--- src/rtl/fft2_sched_pkg.sv ---
// Shared types and constants for the 2-D convolution job scheduler.
package fft2_sched_pkg;

    typedef enum logic [3:0] {
        ST_IDLE,
        ST_CHECK,
        ST_FFT_GO,
        ST_FFT_BUSY,
        ST_FFT_WAIT,
        ST_MUL_GO,
        ST_MUL_WAIT,
        ST_DONE,
        ST_ERR
    } sched_state_e;

    typedef enum logic [1:0] {
        PH_IMG,
        PH_KER,
        PH_MUL,
        PH_INV
    } phase_e;

    localparam logic [1:0] ERR_NONE   = 2'd0;
    localparam logic [1:0] ERR_DIM    = 2'd1;
    localparam logic [1:0] ERR_FFT_TO = 2'd2;
    localparam logic [1:0] ERR_MUL_TO = 2'd3;

    localparam logic [1:0] BANK_0 = 2'd0;
    localparam logic [1:0] BANK_1 = 2'd1;
    localparam logic [1:0] BANK_2 = 2'd2;
    localparam logic [1:0] BANK_3 = 2'd3;

endpackage

--- src/rtl/sched_watchdog.sv ---
// Per-phase watchdog: counts enabled cycles since the last clear and
// flags expiry once the count reaches TIMEOUT_CYCLES.
module sched_watchdog #(
    parameter int TIMEOUT_CYCLES = 65535
) (
    input  logic clk,
    input  logic rst_n,
    input  logic clr,
    input  logic en,
    output logic expired
);
    localparam int CNT_W = $clog2(TIMEOUT_CYCLES + 1);

    logic [CNT_W-1:0] count;

    assign expired = (count == CNT_W'(TIMEOUT_CYCLES));

    // Count up while enabled; saturate at the limit so expiry stays asserted.
    always_ff @(posedge clk or negedge rst_n) begin
        if (!rst_n) begin
            count <= '0;
        end else if (clr) begin
            count <= '0;
        end else if (en && !expired) begin
            count <= count + 1'b1;
        end
    end

endmodule

--- src/rtl/fft2_conv_sched.sv ---
// Convolution job scheduler: FFT2(image), FFT2(kernel), pointwise multiply,
// inverse FFT2, with per-phase bank selection and a watchdog on every wait.
module fft2_conv_sched
    import fft2_sched_pkg::*;
#(
    parameter int FFT_SIZE       = 16,
    parameter int TIMEOUT_CYCLES = 65535,
    parameter int LOG2_BITS      = $clog2($clog2(FFT_SIZE) + 1)
) (
    input  logic                          pclk,
    input  logic                          presetn,
    input  logic                          cmd_valid,
    output logic                          cmd_ready,
    input  logic [LOG2_BITS-1:0]          cmd_log2w,
    input  logic [LOG2_BITS-1:0]          cmd_log2h,
    output logic                          fft_start,
    input  logic                          fft_ready,
    output logic                          fft_inverse,
    output logic [LOG2_BITS-1:0]          fft_log2w,
    output logic [LOG2_BITS-1:0]          fft_log2h,
    output logic [$clog2(FFT_SIZE)-1:0]   fft_width,
    output logic [$clog2(FFT_SIZE)-1:0]   fft_height,
    output logic [1:0]                    src_bank,
    output logic [1:0]                    dst_bank,
    output logic                          mul_start,
    input  logic                          mul_done,
    output logic                          job_done,
    output logic                          job_err,
    output logic [1:0]                    err_code
);
    localparam int DIM_W    = $clog2(FFT_SIZE);
    localparam int MAX_LOG2 = $clog2(FFT_SIZE);

    sched_state_e         state;
    sched_state_e         state_prev;
    phase_e               phase;
    logic [LOG2_BITS-1:0] lat_w;
    logic [LOG2_BITS-1:0] lat_h;
    logic                 dim_bad;
    logic                 wd_clr;
    logic                 wd_en;
    logic                 wd_expired;

    // (1 << l2) - 1, computed one bit wider so l2 == MAX_LOG2 does not wrap.
    function automatic logic [DIM_W-1:0] dim_minus_one(input logic [LOG2_BITS-1:0] l2);
        logic [DIM_W:0] full;
        full = (DIM_W + 1)'(1) << l2;
        return DIM_W'(full - (DIM_W + 1)'(1));
    endfunction

    assign dim_bad = (lat_w > LOG2_BITS'(MAX_LOG2)) || (lat_h > LOG2_BITS'(MAX_LOG2)) ||
                     (lat_w == '0) || (lat_h == '0);

    // The watchdog restarts on every state entry and only runs in wait states.
    assign wd_clr = (state != state_prev);
    assign wd_en  = (state == ST_FFT_GO) || (state == ST_FFT_BUSY) ||
                    (state == ST_FFT_WAIT) || (state == ST_MUL_WAIT);

    sched_watchdog #(
        .TIMEOUT_CYCLES(TIMEOUT_CYCLES)
    ) u_watchdog (
        .clk    (pclk),
        .rst_n  (presetn),
        .clr    (wd_clr),
        .en     (wd_en),
        .expired(wd_expired)
    );

    // Remember last cycle's state so a state entry can be detected.
    always_ff @(posedge pclk or negedge presetn) begin
        if (!presetn) begin
            state_prev <= ST_IDLE;
        end else begin
            state_prev <= state;
        end
    end

    // Job sequencer with registered handshake, config and status outputs.
    always_ff @(posedge pclk or negedge presetn) begin
        if (!presetn) begin
            state       <= ST_IDLE;
            phase       <= PH_IMG;
            lat_w       <= '0;
            lat_h       <= '0;
            cmd_ready   <= 1'b1;
            fft_start   <= 1'b0;
            fft_inverse <= 1'b0;
            fft_log2w   <= '0;
            fft_log2h   <= '0;
            fft_width   <= '0;
            fft_height  <= '0;
            src_bank    <= BANK_0;
            dst_bank    <= BANK_0;
            mul_start   <= 1'b0;
            job_done    <= 1'b0;
            job_err     <= 1'b0;
            err_code    <= ERR_NONE;
        end else begin
            fft_start <= 1'b0;
            mul_start <= 1'b0;
            job_done  <= 1'b0;
            job_err   <= 1'b0;
            case (state)
                ST_IDLE: begin
                    if (cmd_valid) begin
                        lat_w     <= cmd_log2w;
                        lat_h     <= cmd_log2h;
                        err_code  <= ERR_NONE;
                        cmd_ready <= 1'b0;
                        state     <= ST_CHECK;
                    end
                end
                ST_CHECK: begin
                    if (dim_bad) begin
                        job_err   <= 1'b1;
                        err_code  <= ERR_DIM;
                        cmd_ready <= 1'b1;
                        state     <= ST_IDLE;
                    end else begin
                        fft_log2w   <= lat_w;
                        fft_log2h   <= lat_h;
                        fft_width   <= dim_minus_one(lat_w);
                        fft_height  <= dim_minus_one(lat_h);
                        fft_inverse <= 1'b0;
                        src_bank    <= BANK_0;
                        dst_bank    <= BANK_2;
                        phase       <= PH_IMG;
                        state       <= ST_FFT_GO;
                    end
                end
                ST_FFT_GO: begin
                    if (wd_expired) begin
                        err_code <= ERR_FFT_TO;
                        state    <= ST_ERR;
                    end else if (fft_ready) begin
                        fft_start <= 1'b1;
                        state     <= ST_FFT_BUSY;
                    end
                end
                ST_FFT_BUSY: begin
                    if (wd_expired) begin
                        err_code <= ERR_FFT_TO;
                        state    <= ST_ERR;
                    end else if (!fft_ready) begin
                        state <= ST_FFT_WAIT;
                    end
                end
                ST_FFT_WAIT: begin
                    if (wd_expired) begin
                        err_code <= ERR_FFT_TO;
                        state    <= ST_ERR;
                    end else if (fft_ready) begin
                        case (phase)
                            PH_IMG: begin
                                phase    <= PH_KER;
                                src_bank <= BANK_1;
                                dst_bank <= BANK_3;
                                state    <= ST_FFT_GO;
                            end
                            PH_KER: begin
                                phase <= PH_MUL;
                                state <= ST_MUL_GO;
                            end
                            default: begin
                                job_done <= 1'b1;
                                state    <= ST_DONE;
                            end
                        endcase
                    end
                end
                ST_MUL_GO: begin
                    mul_start <= 1'b1;
                    state     <= ST_MUL_WAIT;
                end
                ST_MUL_WAIT: begin
                    if (wd_expired) begin
                        err_code <= ERR_MUL_TO;
                        state    <= ST_ERR;
                    end else if (mul_done) begin
                        phase       <= PH_INV;
                        src_bank    <= BANK_2;
                        dst_bank    <= BANK_0;
                        fft_inverse <= 1'b1;
                        state       <= ST_FFT_GO;
                    end
                end
                ST_DONE: begin
                    cmd_ready <= 1'b1;
                    state     <= ST_IDLE;
                end
                ST_ERR: begin
                    job_err   <= 1'b1;
                    cmd_ready <= 1'b1;
                    state     <= ST_IDLE;
                end
                default: begin
                    cmd_ready <= 1'b1;
                    state     <= ST_IDLE;
                end
            endcase
        end
    end

endmodule

--- config.mk ---
export PLATFORM = sky130hd
export DESIGN_NAME = fft2_conv_sched
export DESIGN_NICKNAME = d
export VERILOG_FILES = /design/src/rtl/fft2_sched_pkg.sv /design/src/rtl/sched_watchdog.sv /design/src/rtl/fft2_conv_sched.sv
export SDC_FILE = /design/constraint.sdc
export NUM_CORES = 1
export LEC_CHECK = 0
export CAP_MARGIN = 15
export CORE_MARGIN = 2
export CORE_UTILIZATION = 45
export CTS_BUF_LIST = sky130_fd_sc_hd__clkbuf_8
export DETAILED_ROUTE_END_ITERATION = 8
export PLACE_DENSITY_LB_ADDON = 0.2
export SLEW_MARGIN = 25
export SYNTH_ARGS = -nofsm -noshare
export SYNTH_HDL_FRONTEND = slang
export SYNTH_SLANG_ARGS = --single-unit
--- constraint.sdc ---
create_clock -name pclk -period 2.6 [get_ports pclk]
set_input_delay 0.52 -clock pclk [delete_from_list [all_inputs] [get_ports pclk]]
set_output_delay 0.52 -clock pclk [all_outputs]
set_load 0.02 [all_outputs]
==> impl_metrics.env, run 1 <==
export IMPL_status="completed"
export IMPL_max_freq_mhz=463
export IMPL_core_um2=5960
export IMPL_grtUsageMet1_pct=27.6
export IMPL_drtIter0Drc=109
export IMPL_portBuffers=36
export IMPL_hold_path_class="in2async"
export IMPL_powerDensity_nw_per_um2=1180
export IMPL_seq_area_frac_synth_pct=51.3
export IMPL_synth_top_area_share_pct=50.4
export IMPL_clk_path_buf_depth=2
export IMPL_synth_warnings=0
export IMPL_fin_crit_sh_pct=83.1
export IMPL_viasPerCell=5.49
export IMPL_setup_tns_ns=0
export IMPL_antenna_found_initial=0
export IMPL_slew_violations=0
export IMPL_place_ws_ns=0.408
export IMPL_cts_buffers=9
export IMPL_synth_distinct_cells=50
export IMPL_postCtsSetupBuffers=0
export IMPL_ys_seq_elements=57
export IMPL_synth_nets=295
export IMPL_die_area_um2=6830
export IMPL_required_ns=2.82
export IMPL_timing_worst_setup_path_type="reg2reg"
export IMPL_cp_max_fo=8
export IMPL_routed_wl_mm=6.10
export IMPL_antenna_cells=0
export IMPL_maxCapViolCount=0
export IMPL_clock_latency_ns=0.34
export IMPL_grt_pass1_wl_mm=10.3
export IMPL_htree_levels=3
export IMPL_r2r_slack_ns=0.44
export IMPL_fp_dieH_um=82.6
export IMPL_grt_busiest_layer="met2"
export IMPL_gp_congestion=0.920
export IMPL_postCtsResizedCells=0
export IMPL_clock_skew_ns=0.00811
export IMPL_final_seq_area_um2=1430
export IMPL_async_flop_share_pct=100
export IMPL_cts_root_buf="clkbuf_8"
export IMPL_n_fill_cell=532
export IMPL_end_kind="flop"
export IMPL_utilization_pct=57.8
export IMPL_layout_min_cycle_time_ns=2.16
export IMPL_final_antenna_net_count=0
export IMPL_p_leak_nw=1.46
export IMPL_path_clk_slew_ns=0.07
export IMPL_ir_worst_vdd_v=0.000649
export IMPL_setup_violations=0
export IMPL_rsz0062_at_grt="false"
export IMPL_arrival_ns=2.38
export IMPL_hold_viol_final=0
export IMPL_drt_pass1_iterations=4
export IMPL_nNetsFinal=335
export IMPL_grt_max_degree=58
export IMPL_area_growth_pct=23.7
export IMPL_synthCells=281
export IMPL_clock_sinks=57
export IMPL_slew_headroom_pct=53.2
export IMPL_tightestPinTransition_ns=0.702
export IMPL_worstSetupStartpointType="flop"
export IMPL_synth_area_um2=2780
export IMPL_grt_usage_pct=20.4
export IMPL_synth_area_top_cells="dfrtp_1, nand2_1, xnor2_1"
export IMPL_grt_pass1_vias=2114
export IMPL_drc=0
export IMPL_setup_ws_ns=0.440
export IMPL_rows=28
export IMPL_start_util_pct=46.7
export IMPL_dp_hpwl_mm=4.24
export IMPL_grt_ovfl_total=0
export IMPL_multi_input_comb_area_um2=1270
export IMPL_die_x_um=82.6
export IMPL_synth_edf_count=0
export IMPL_num_vias=2200
export IMPL_hold_buffers=0
export IMPL_io_pins=37
export IMPL_cts_tree="done"
export IMPL_synth_area_per_cell_um2=9.90
export IMPL_synthFlopType="dfrtp_1"
export IMPL_synth_top_cell_by_area="dfrtp_1"
export IMPL_wl_per_cell_um=15.2
export IMPL_grtUsageMet3_pct=5.22
export IMPL_drive_above_1_share_pct=12.6
export IMPL_grt_util_met2_pct=31.0
[power by group]
part | total (mW) | leakage (nW) | internal, mW | switching [mW]
combinational | 1.74 | 0.632 | 0.781 | 0.959
clock | 0.909 | 0.0975 | 0.536 | 0.372
sequential | 1.41 | 0.732 | 1.17 | 0.244
[sequential cells by signal, indices dropped and copies added, names as in the netlist, 2 cells and up]
name              count
err_code              2
lat_h                 3
fft_height            4
phase                 2
state                 4
fft_width             4
u_watchdog.count     16
fft_log2w             3
fft_log2h             3
lat_w                 3
src_bank              2
state_prev            4
[path summary, 6_finish.rpt]
| kind | startpoint | endpoint | cells after the start |
|---|---|---|---|
| setup / recovery | u_watchdog.count[0] | err_code[0] | 6 |
| hold / removal | presetn | u_watchdog.count[5] | 2 |
| setup reg to reg | u_watchdog.count[0] | err_code[0] | 6 |
| hold reg to reg | fft_width[0] | fft_width[0] | 1 |
| max in group asynchronous | presetn | fft_inverse | 2 |
| min in group pclk | fft_width[0] | fft_width[0] | 1 |
[kinds of logic after synthesis]
logic type,after synthesis,share of synthesized area [%]
AND/OR/NAND/NOR,129,23.5
flip-flops,57,51.3
AO/OA/AOI/OAI,43,10.6
XOR/XNOR,21,6.61
buffers and inverters,19,2.92
multiplexers,9,3.73
adder cells (fa/ha/maj),3,1.35
[metal layers]
| metal | vias to the layer above | share of wire [%] |
|---|---|---|
| li1 | 1056 | - |
| met3 | 10 | 4.3 |
| met2 | 56 | 47 |
| met1 | 1078 | 47 |
| met4 | 0 | 1.7 |
| met5 | - | 0 |
[critical path: stages, from the launching register on]
cell	delay, ns
dfrtp_1	0.41
ha_1	0.18
nand3_1	0.19
or4_1	0.73
nand2b_4	0.16
nand2_2	0.07
mux2_4	0.29
[synth_stat cells (2+ instances only)]
| master | number |
|---|---|
| dfrtp_1 | 56 |
| nand2_1 | 38 |
| nor2_1 | 32 |
| xnor2_1 | 16 |
| a21oi_1 | 13 |
| nor3_1 | 9 |
| clkbuf_1 | 8 |
| mux2_2 | 7 |
| nand2b_1 | 7 |
| nand3_1 | 7 |
| nand4_1 | 7 |
| nor4_1 | 6 |
| o21ai_1 | 6 |
| buf_2 | 5 |
| inv_1 | 5 |
| o21ai_0 | 5 |
| xor2_1 | 5 |
| a21o_1 | 4 |
| or3_1 | 4 |
| ha_1 | 3 |
| nor3b_1 | 3 |
| a211o_1 | 2 |
| and3_1 | 2 |
| nor4b_1 | 2 |
| o31a_1 | 2 |
| or2_1 | 2 |
| or2_2 | 2 |
[final cells by class]
type | count | area share [%]
Multi-Input combinational cell | 205 | 37.0
Sequential cell | 57 | 41.5
Clock inverter | 7 | 2.76
Inverter | 5 | 0.545
Tap cell | 75 | 2.73
Clock buffer | 9 | 3.60
Timing Repair Buffer | 43 | 11.9
[per-stage QoR]
step           total power, mW  cells  hold WS, ns  instance area (µm²)
2_1_floorplan             2.54    281        0.224                 2780
3_3_place_gp              3.14    385        0.450                 3220
3_5_place_dp              3.17    385        0.455                 3220
4_1_cts                   4.11    401        0.337                 3440
5_1_grt                   4.36    401        0.375                 3440
6_report                  4.06    401        0.311                 3440
[placed cells by master (no fill, tap or decap), drive strengths merged, types with 9 or more instances in the layout]
| master | instances |
|---|---|
| o21ai | 11 |
| xnor2 | 16 |
| clkbuf | 9 |
| dfrtp | 56 |
| clkdlybuf4s50 | 35 |
| nor2 | 32 |
| a21oi | 13 |
| nand2 | 39 |
| nor3 | 9 |
Note: power is estimated with default switching activity, not from simulation.
==> run 2, diff against run 1 <==
- clock period: 2.6 -> 2.25 ns (I/O delays scaled with it)
==> impl_metrics.env, run 2 (synthesized netlist as in run 1, its figures left out) <==
export IMPL_utilization_pct=58.7
export IMPL_clock_latency_ns=0.34
export IMPL_hold_path_class="in2async"
export IMPL_grt_usage_pct=19.8
export IMPL_area_growth_pct=25.6
export IMPL_postCtsResizedCells=0
export IMPL_dp_hpwl_mm=4.29
export IMPL_path_cells="ha_1 > nand3_1 > buf_4 > o41ai_2 > or2_1 > nor2_1 > or3_1"
export IMPL_arrival_ns=2.29
export IMPL_antenna_found_initial=0
export IMPL_core_um2=5960
export IMPL_num_vias=2170
export IMPL_grt_pass1_vias=2103
export IMPL_cpMaxStageDelayCell="o41ai_2"
export IMPL_postCtsSetupBuffers=0
export IMPL_p_leak_nw=1.52
export IMPL_final_common_cell="dfrtp_1"
export IMPL_required_ns=2.47
export IMPL_cts_buffers=9
export IMPL_crit_reg2reg_launch="u_watchdog.count[0]"
export IMPL_routed_wl_mm=5.94
export IMPL_r2r_slack_ns=0.17
export IMPL_drt_pass1_iterations=4
export IMPL_final_antenna_net_count=0
export IMPL_wl_per_cell_um=14.5
export IMPL_grt_pass1_wl_mm=9.98
export IMPL_end_kind="flop"
export IMPL_max_freq_mhz=482
export IMPL_cts_root_buf="clkbuf_8"
export IMPL_drc=0
export IMPL_setup_tns_ns=0
export IMPL_cp_max_fo=5
export IMPL_drive_above_1_share_pct=14.6
export IMPL_path_clk_slew_ns=0.06
export IMPL_rows=28
export IMPL_htree_levels=3
export IMPL_drtIter0Drc=124
export IMPL_rr_worst_depth=7
export IMPL_power_mw=4.59
export IMPL_powerDensity_nw_per_um2=1310
export IMPL_worstSetupStartpointType="flop"
export IMPL_portBuffers=36
export IMPL_ir_worst_vdd_v=0.000818
export IMPL_antenna_cells=0
export IMPL_fp_dieH_um=82.6
export IMPL_io_pins=37
export IMPL_fin_crit_sh_pct=92.2
export IMPL_nNetsFinal=344
export IMPL_viasPerCell=5.29
export IMPL_setup_violations=0
export IMPL_clock_skew_ns=0.00947
export IMPL_path_buf_inv=1
export IMPL_clk_path_buf_depth=2
export IMPL_gp_congestion=0.931
export IMPL_slowest_delay_ns=0.55
export IMPL_rsz0062_at_grt="false"
export IMPL_design_area_um2=3490
export IMPL_grt_ovfl_total=0
export IMPL_hold_viol_final=0
export IMPL_start_util_pct=46.7
export IMPL_reg2reg_to="state[0]"
export IMPL_layout_common_cells="dfrtp_1, nand2_1, clkdlybuf4s50_1"
export IMPL_hold_buffers=0
export IMPL_post_dp_cell_area_um2=3300
export IMPL_status="completed"
export IMPL_clock_sinks=57
export IMPL_timing_worst_setup_path_type="reg2reg"
export IMPL_largest_register="u_watchdog.count"
export IMPL_cp_top_family="simple AND/OR/NAND/NOR gates"
export IMPL_grt_max_degree=39
export IMPL_cts_tree="done"
export IMPL_layout_min_cycle_time_ns=2.08
export IMPL_maxCapViolCount=0
export IMPL_tightestPinTransition_ns=0.539
export IMPL_slew_violations=0
export IMPL_largest_reg_flops=16
export IMPL_slew_headroom_pct=63.8
export IMPL_die_x_um=82.6
export IMPL_die_area_um2=6830
==> run 2: through the flow <==
stage / hold WS, ns / std cells / setup slack [ns]
2_1_floorplan: 0.154 / 281 / 0.309
3_3_place_gp: 0.437 / 394 / 0.183
3_5_place_dp: 0.441 / 394 / 0.177
4_1_cts: 0.0760 / 410 / 0.172
5_1_grt: 0.0980 / 410 / 0.0496
6_report: 0.0691 / 410 / 0.175
==> run 2: layout make-up <==
class | count | area (µm²)
clock inverters | 3 | 13.8
repair buffers | 52 | 488
fillers | 541 | 2460
well taps | 75 | 93.8
inverters | 5 | 18.8
flip-flops and latches | 57 | 1430
multi-input cells | 205 | 1270
clock buffers | 13 | 179
==> run 2: report_power, final <==
group | switching [mW] | leakage [nW] | internal, mW
logic | 1.13 | 0.678 | 0.968
clock network | 0.381 | 0.107 | 0.512
registers | 0.252 | 0.732 | 1.35
==> run 2: how the worst max path moves through the flow <==
stage,slack [ns],depth (start not counted),endpoint,startpoint
finish,0.17,7,state[0],u_watchdog.count[0]
global route,0.05,7,state[0],u_watchdog.count[0]
CTS,0.17,7,state[0],u_watchdog.count[0]
detailed placement,0.18,5,state[1],fft_ready
global placement,0.18,5,state[1],fft_ready
floorplan,0.31,7,err_code[0],u_watchdog.count[0]
==> run 2: worst reg2reg max path, stage by stage (launching register included) <==
cell and delay, ns:
dfrtp_1 0.40, ha_1 0.18, nand3_1 0.11, buf_4 0.18, o41ai_2 0.55, or2_1 0.22
nor2_1 0.04, or3_1 0.29
==> run 2: metal layers <==
metal	GRT usage, %	share of wire (%)
met1	26.4	49
met2	29.4	44
met3	5.11	4.8
met4	10.8	2.4
met5	0	0
